$ cat config.mk
export PLATFORM = sky130hd
export DESIGN_NAME = ram_dump_arbiter
export DESIGN_NICKNAME = d
export VERILOG_FILES = /design/src/rtl/ram_dump_pkg.sv /design/src/rtl/ram_port_mux.sv /design/src/rtl/ram_dump_arbiter.sv
export SDC_FILE = /design/constraint.sdc
export NUM_CORES = 1
export LEC_CHECK = 0
export ABC_AREA = 1
export BUFFER_PORTS_ARGS = -buffer_cell sky130_fd_sc_hd__buf_2
export CAP_MARGIN = 0
export CORE_MARGIN = 1
export CORE_UTILIZATION = 45
export CTS_CLUSTER_DIAMETER = 120
export DETAILED_ROUTE_END_ITERATION = 12
export PLACE_DENSITY = 0.95
export SKIP_CTS_REPAIR_TIMING = 1
export SYNTH_ARGS = -nofsm -noshare
export SYNTH_HDL_FRONTEND = slang
export SYNTH_SLANG_ARGS = --single-unit
export TNS_END_PERCENT = 100
$ cat constraint.sdc
create_clock -name clock -period 4.1 [get_ports clock]
set_clock_uncertainty 0.1 [all_clocks]
set_input_delay 0.41 -clock clock [delete_from_list [all_inputs] [get_ports clock]]
set_output_delay 0.41 -clock clock [all_outputs]
set_load 0.02 [all_outputs]
$ cat src/rtl/ram_dump_pkg.sv
// Shared types and defaults for the RAM dump arbiter: FSM state encoding and port widths.
package ram_dump_pkg;

    typedef enum logic [2:0] {
        IDLE    = 3'd0,
        DRAIN   = 3'd1,
        ISSUE   = 3'd2,
        CAPTURE = 3'd3,
        PRESENT = 3'd4,
        DONE    = 3'd5
    } dumpState_t;

    localparam int ADDR_W_DEFAULT   = 8;
    localparam int DATA_W_DEFAULT   = 32;
    localparam int RAM_READ_LATENCY = 1;

endpackage

$ cat src/rtl/ram_port_mux.sv
// Combinational select of who drives the single RAM port: the MEM stage or the dump engine.
module ram_port_mux #(
    parameter int ADDR_W = 8,
    parameter int DATA_W = 32
) (
    input  logic              dumpOwns,
    input  logic [3:0]        pipeWe,
    input  logic [ADDR_W-1:0] pipeAddr,
    input  logic [DATA_W-1:0] pipeWdata,
    input  logic [ADDR_W-1:0] dumpAddr,
    output logic [3:0]        ramWe,
    output logic [ADDR_W-1:0] ramAddr,
    output logic [DATA_W-1:0] ramWdata
);

    // The dump engine only ever reads, so it forces write enables and write data to zero.
    always_comb begin
        ramWe    = pipeWe;
        ramAddr  = pipeAddr;
        ramWdata = pipeWdata;
        if (dumpOwns) begin
            ramWe    = 4'h0;
            ramAddr  = dumpAddr;
            ramWdata = '0;
        end
    end

endmodule

$ cat src/rtl/ram_dump_arbiter.sv
// Freezes the pipeline on a dump request, streams a window of RAM words over valid/ready,
// then returns the RAM port to the MEM stage.
module ram_dump_arbiter
    import ram_dump_pkg::*;
#(
    parameter int DUMP_BASE  = 0,
    parameter int DUMP_WORDS = 256,
    parameter int ADDR_W     = ADDR_W_DEFAULT,
    parameter int DATA_W     = DATA_W_DEFAULT
) (
    input  logic              clock,
    input  logic              reset,
    input  logic [3:0]        pipe_we,
    input  logic [ADDR_W-1:0] pipe_addr,
    input  logic [DATA_W-1:0] pipe_wdata,
    output logic [DATA_W-1:0] pipe_rdata,
    output logic [3:0]        ram_we,
    output logic [ADDR_W-1:0] ram_addr,
    output logic [DATA_W-1:0] ram_wdata,
    input  logic [DATA_W-1:0] ram_rdata,
    output logic              pipe_hold,
    input  logic              dump_start,
    input  logic              dump_abort,
    output logic              dump_busy,
    output logic [DATA_W-1:0] word_data,
    output logic              word_valid,
    input  logic              word_ready,
    output logic              dump_done
);

    dumpState_t        state;
    dumpState_t        nextState;
    logic [ADDR_W:0]   idx;
    logic [DATA_W-1:0] wordData;
    logic              wordValid;
    logic              dumpDone;
    logic              lastWord;
    logic              accept;
    logic              dumpOwns;
    logic [ADDR_W-1:0] dumpAddr;

    assign lastWord = (idx == (ADDR_W+1)'(DUMP_WORDS - 1));
    assign accept   = (state == PRESENT) && wordValid && word_ready;

    // Next-state logic; abort overrides every other transition once a dump is under way.
    always_comb begin
        nextState = state;
        case (state)
            IDLE:    if (dump_start && !dump_abort) nextState = DRAIN;
            DRAIN:   nextState = ISSUE;
            ISSUE:   nextState = CAPTURE;
            CAPTURE: nextState = PRESENT;
            PRESENT: if (accept) nextState = lastWord ? DONE : ISSUE;
            DONE:    nextState = IDLE;
            default: nextState = IDLE;
        endcase
        if (state != IDLE && dump_abort) begin
            nextState = IDLE;
        end
    end

    // State, word counter and the presented-word register; word_data is captured one cycle
    // after the address was issued because the RAM output is registered.
    always_ff @(posedge clock or posedge reset) begin
        if (reset) begin
            state     <= IDLE;
            idx       <= '0;
            wordData  <= '0;
            wordValid <= 1'b0;
            dumpDone  <= 1'b0;
        end else begin
            state     <= nextState;
            wordValid <= (nextState == PRESENT);
            dumpDone  <= (nextState == DONE);
            if (state == IDLE && nextState == DRAIN) begin
                idx <= '0;
            end else if (accept && !dump_abort) begin
                idx <= idx + 1'b1;
            end
            if (state == CAPTURE && nextState == PRESENT) begin
                wordData <= ram_rdata;
            end
        end
    end

    // Drain and done still hand the port to the pipeline so a frozen store completes or
    // harmlessly rewrites the same location.
    assign dumpOwns = (state == ISSUE) || (state == CAPTURE) || (state == PRESENT);
    assign dumpAddr = ADDR_W'(DUMP_BASE) + idx[ADDR_W-1:0];

    ram_port_mux #(
        .ADDR_W(ADDR_W),
        .DATA_W(DATA_W)
    ) portMux (
        .dumpOwns (dumpOwns),
        .pipeWe   (pipe_we),
        .pipeAddr (pipe_addr),
        .pipeWdata(pipe_wdata),
        .dumpAddr (dumpAddr),
        .ramWe    (ram_we),
        .ramAddr  (ram_addr),
        .ramWdata (ram_wdata)
    );

    assign pipe_rdata = ram_rdata;
    assign pipe_hold  = (state != IDLE);
    assign dump_busy  = (state != IDLE);
    assign word_data  = wordData;
    assign word_valid = wordValid;
    assign dump_done  = dumpDone;

endmodule

# Yosys cells after proc, flatten, opt, wreduce, memory -nomap -nowiden
# Index checks and enable logic that the tools add are counted.
[classes]
eq_ne = 8
mux = 10
n_reduce_logical = 13
add_sub_neg = 1
[op_table]
columns = ["op", "n"]
rows = [
  ["$mux 32", 1],
  ["$mux 9", 2],
  ["$pmux 3 s5", 1],
  ["$mux 3", 4],
  ["$add 9x1->9 const B", 1],
  ["$eq 3x3->1 const B", 3],
  ["$eq 9x8->1 const B", 1],
  ["$mux 8", 1],
  ["$logic_and 1x1->1", 7],
  ["$eq 3x1->1 const B", 2],
  ["$eq 3x2->1 const B", 2],
  ["$mux 4", 1],
  ["$logic_not 3->1", 1],
  ["$reduce_bool 3->1", 1],
  ["$logic_or 1x1->1", 2],
  ["$reduce_bool 2->1", 1],
  ["$logic_not 1->1", 1],
]
[word_totals]
inputBits = 81
output_inout_bits = 112
regBits = 46
elab_cells = 37

# Depth between registers and ports, before layout
[logic_depth]
ltp_word = 9
depth_mapped = 11
depth_no_buf = 10

# Modules after synthesis
# From an unflattened synthesis, not the netlist that was laid out.
[hier_totals]
cells_unflattened = 372
hier_area_um2 = 2801.4
[by_module_without_submodules]
columns = ["module", "seq_area_each_um2", "n_inst", "area_per_inst_um2", "cells_per_inst"]
rows = [
  ["ram_dump_arbiter", 1151.1, 1, 2371.0, 270],
  ["ram_port_mux", 0.0, 1, 430.4, 102],
]

# Worst setup path before layout
# No wires, ideal clock.
[synth_timing]
path_kind = "register -> register"
from = "reg idx[0]"
to = "reg wordData[0], in the netlist word_data[0]"
required_time_ns = 3.883
path_buffers = 1
setup_slack_ns = 2.057
arrival_ns = 1.826
setup_ns = 0.117
synth_period_minus_slack_ns = 2.043
path_stages_with_launch = 12
cell_sequence = "dfrtp_1 ha_1 and3_1 and3_1 ha_1 o211ai_1 nand2_1 nand2_2 nand3_4 buf_6 nand2_1 nand2_1"
[synth_between]
elab_chain_len = 7
[synth_rtl]
columns = ["item", "line", "rtl"]
rows = [
  ["start, declared", "ram_dump_arbiter.sv:33", "logic [ADDR_W:0] idx;"],
  ["start signal, assigned", "ram_dump_arbiter.sv:78", "idx <= idx + 1'b1;"],
  ["$eq 9x8->1", "ram_dump_arbiter.sv:42", "assign lastWord = (idx == (ADDR_W+1)'(DUMP_WORDS - 1));"],
  ["$mux 3 (2 in series)", "ram_dump_arbiter.sv:53", "PRESENT: if (accept) nextState = lastWord ? DONE : ISSUE;"],
  ["$pmux 3 s5", "ram_dump_arbiter.sv:48", "case (state)"],
  ["$mux 3", "ram_dump_arbiter.sv:57", "if (state != IDLE && dump_abort) begin"],
  ["$eq 3x3->1", "ram_dump_arbiter.sv:80", "if (state == CAPTURE && nextState == PRESENT) begin"],
  ["$logic_and 1x1->1", "ram_dump_arbiter.sv:80", ""],
  ["end signal, assigned", "ram_dump_arbiter.sv:81", "wordData <= ram_rdata;"],
  ["end, declared", "ram_dump_arbiter.sv:34", "logic [DATA_W-1:0] wordData;"],
]
# No other way between the ends.
# A chain may end at the register's enable or synchronous reset.

# Final worst setup path
[layout_timing]
from = "reg idx[1]"
to = "reg wordData[30], in the netlist word_data[30]"
# Same word-level chain as after synthesis.

==> reports/results.txt <==
status - finished clean
Seq pwr share - 0.297
fin crit share - 0.702
area share of the largest cell type after synthesis - 0.424
# diodes - 0
syn nets - 441
Psw - 1270 uW
FF+latch area - 1150 sq um
initial DRC count - 139
Fillers - 493
P per Cell Area - 703 nW/um^2
IO Count - 193
clk buf depth - 2
Reg clk slew, reported paths - 0.08 ns
port buffer count - 192
RSZ-0062 raised after global routing - false
setup_tns - 0 ns
dpl cell area - 3440 sq um
vias per cell - 4.92
critical path class - flip-flop to flip-flop
DRC - 0
antenna violations before repair - 0
Non-Filler Instances - 582
top cells by area, synth - dfrtp_1 42%, nand2_1 11%, buf_4 9.9%
Final Critical Period - 2.88 ns
CP Depth - 10
grt total ovfl - 0
gp weighted congestion - 0.916
R2R depth - 10
largest net degree at the start of global routing - 47
worst slack at placement - 1.21 ns
cell family with most CP delay - simple AND/OR/NAND/NOR gates
YS warnings - 0
setup violators final - 0
Worst VDD drop - 361 uV
Syn Area/Cell - 7.59 sq um
Netlist cell types - 27
CTS tree - yes
worst hold slack - 0.220 ns
Tightest Hold Check Type - input port to asynchronous set/reset pin
clock buffer count from CTS - 5
leading area contributor after synthesis - dfrtp_1
Gate Count Post-Synth - 358
CTS Sinks - 46
worst-path fanout max - 35
CTS H-tree depth - 2
Final Max Tran Viols - 0
Worst Max-Slew Pin Slew - 0.979 ns
Core Area - 5680 sq um
global-route wire length before repair - 12200 um
Max Freq - 348 MHz
most used cell, CP - nand2_1
sequential cell area fraction in the yosys report - 0.424
Root Buffer - clkbuf_8
WL/cell - 13.6 um
Pint - 1230 uW
max_cap viols - 0
combinational power share - 0.569
Worst EP arrival - 2.95 ns
Pre-antenna DRT Iters - 4
Switching Share - 0.507
nets - 592
die extent in x - 79.7 um
Starting Density - 0.479
CP Cell Sequence - ha_1, and3_1, and3_1, ha_1, o211ai_1, nand2_1, nand2_2, nand3_4, nand2_1, nand2_1
Placement Rows - 27
Critical Path RT - 4.18 ns
CP bufs+invs - 0
headroom to the max-slew limit - 0.346
clock share of power - 0.135
GRT Util Overall - 0.251
full die area - 6350 sq um
critical path startpoint category - flip-flop
vias in the first global route - 2631
share of layout cells above drive strength 1 - 0.424
Post-DRT Antenna Nets - 0
Post-DP HPWL - 6140 um
Synth-to-Final Area Change - 30.7%
design area - 3550 sq um
Die Height - 79.7 um
Placed Instances - 574
CP max-delay cell - nand2_2
highest cell delay on the worst timing path - 0.47 ns
drt total wl - 7940 um
Cell Area, Synth - 2720 sq um
fin worst setup slack - 1.22 ns
clk_lat worst skew - 0.29 ns
multi-input combinational cell area - 1030 sq um
Seq cells post-synth - 46
crit path capture type - flip-flop
DR vias - 2866
final hold violations - 0
total leakage power - 0.00227 uW
## power groups by stage
stage | clock (uW) | sequential [uW] | combinational (uW)
final | 336 | 741 | 1420
after global routing | 361 | 758 | 1530
after CTS | 346 | 740 | 1420
after detailed placement | 0 | 739 | 1420
after global placement | 0 | 739 | 1380
after floorplan | 0 | 927 | 768
## worst paths after layout
check                                    from            end  slack [ns]
min in group clock               ram_rdata[5]   word_data[5]        0.27
worst max register to register         idx[1]  word_data[30]        1.22
worst max-delay path                   idx[1]  word_data[30]        1.22
max in group asynchronous               reset         idx[8]        3.10
worst min register to register  word_data[12]  word_data[12]        0.38
worst min-delay path                    reset  word_data[12]        0.22
## synth_stat cells
library cell	instances
a21oi_1	6
mux2_2	4
inv_1	49
ha_1	2
o22ai_1	1
xnor2_1	1
o21ai_1	1
o211ai_1	1
nand4_1	34
xor2_1	1
nor2_1	58
nand3_4	1
dfrtp_1	46
nand2_1	77
inv_2	2
nor2_4	1
buf_6	3
nand2_2	2
clkbuf_1	3
nor2_2	1
buf_4	36
a21oi_4	1
o21ai_0	2
nor3_1	8
nand3_1	5
and3_1	4
buf_2	8
## logic make-up (layout without fill, tap and decap cells)
logic type | Yosys count | count (layout) | share of synthesized area
flip-flops | 46 | 46 | 0.424
multiplexers | 4 | 4 | 0.0166
buffers and inverters | 101 | 253 | 0.201
AND/OR/NAND/NOR | 191 | 191 | 0.315
AO/OA/AOI/OAI | 12 | 12 | 0.0276
XOR/XNOR | 2 | 2 | 0.00645
adder cells (fa/ha/maj) | 2 | 2 | 0.00921
## layout by cell type (no fill, tap or decap), types with 2 or more instances in the layout
cell type    n
buf_2      192
nand2_1     77
nor2_1      58
inv_1       48
dfrtp_1     46
nand4_1     34
nor3_1       8
a21oi_1      6
nand3_1      5
clkbuf_8     5
and3_1       4
mux2_2       4
inv_2        3
nand2_2      2
ha_1         2
buf_4        2
## per-layer routing
layer	global-route usage	vias up	share of wire
met1	0.265	1295	0.36
li1	-	1388	-
met4	0.131	0	0.040
met2	0.464	161	0.51
met3	0.0526	22	0.082
met5	0	-	0
## state kept, by name, indices dropped and copies added, names as in the netlist
| signal | flops |
|---|---|
| state | 3 |
| word_valid | 1 |
| word_data | 32 |
| idx | 9 |
| dump_done | 1 |
## per-stage QoR
stage | util | power [uW]
final | 0.626 | 2500
after global routing | 0.626 | 2650
after CTS | 0.626 | 2510
after detailed placement | 0.606 | 2160
after global placement | 0.606 | 2120
after floorplan | - | 1690
## area by class of cell
class,count,area share
clock buffer,5,0.0194
multi-input combinational,211,0.290
timing repair buffer,194,0.275
sequential,46,0.324
tap,72,0.0254
inverter,51,0.0539
clock inverter,3,0.0123
(Power assumes the default switching activity.)
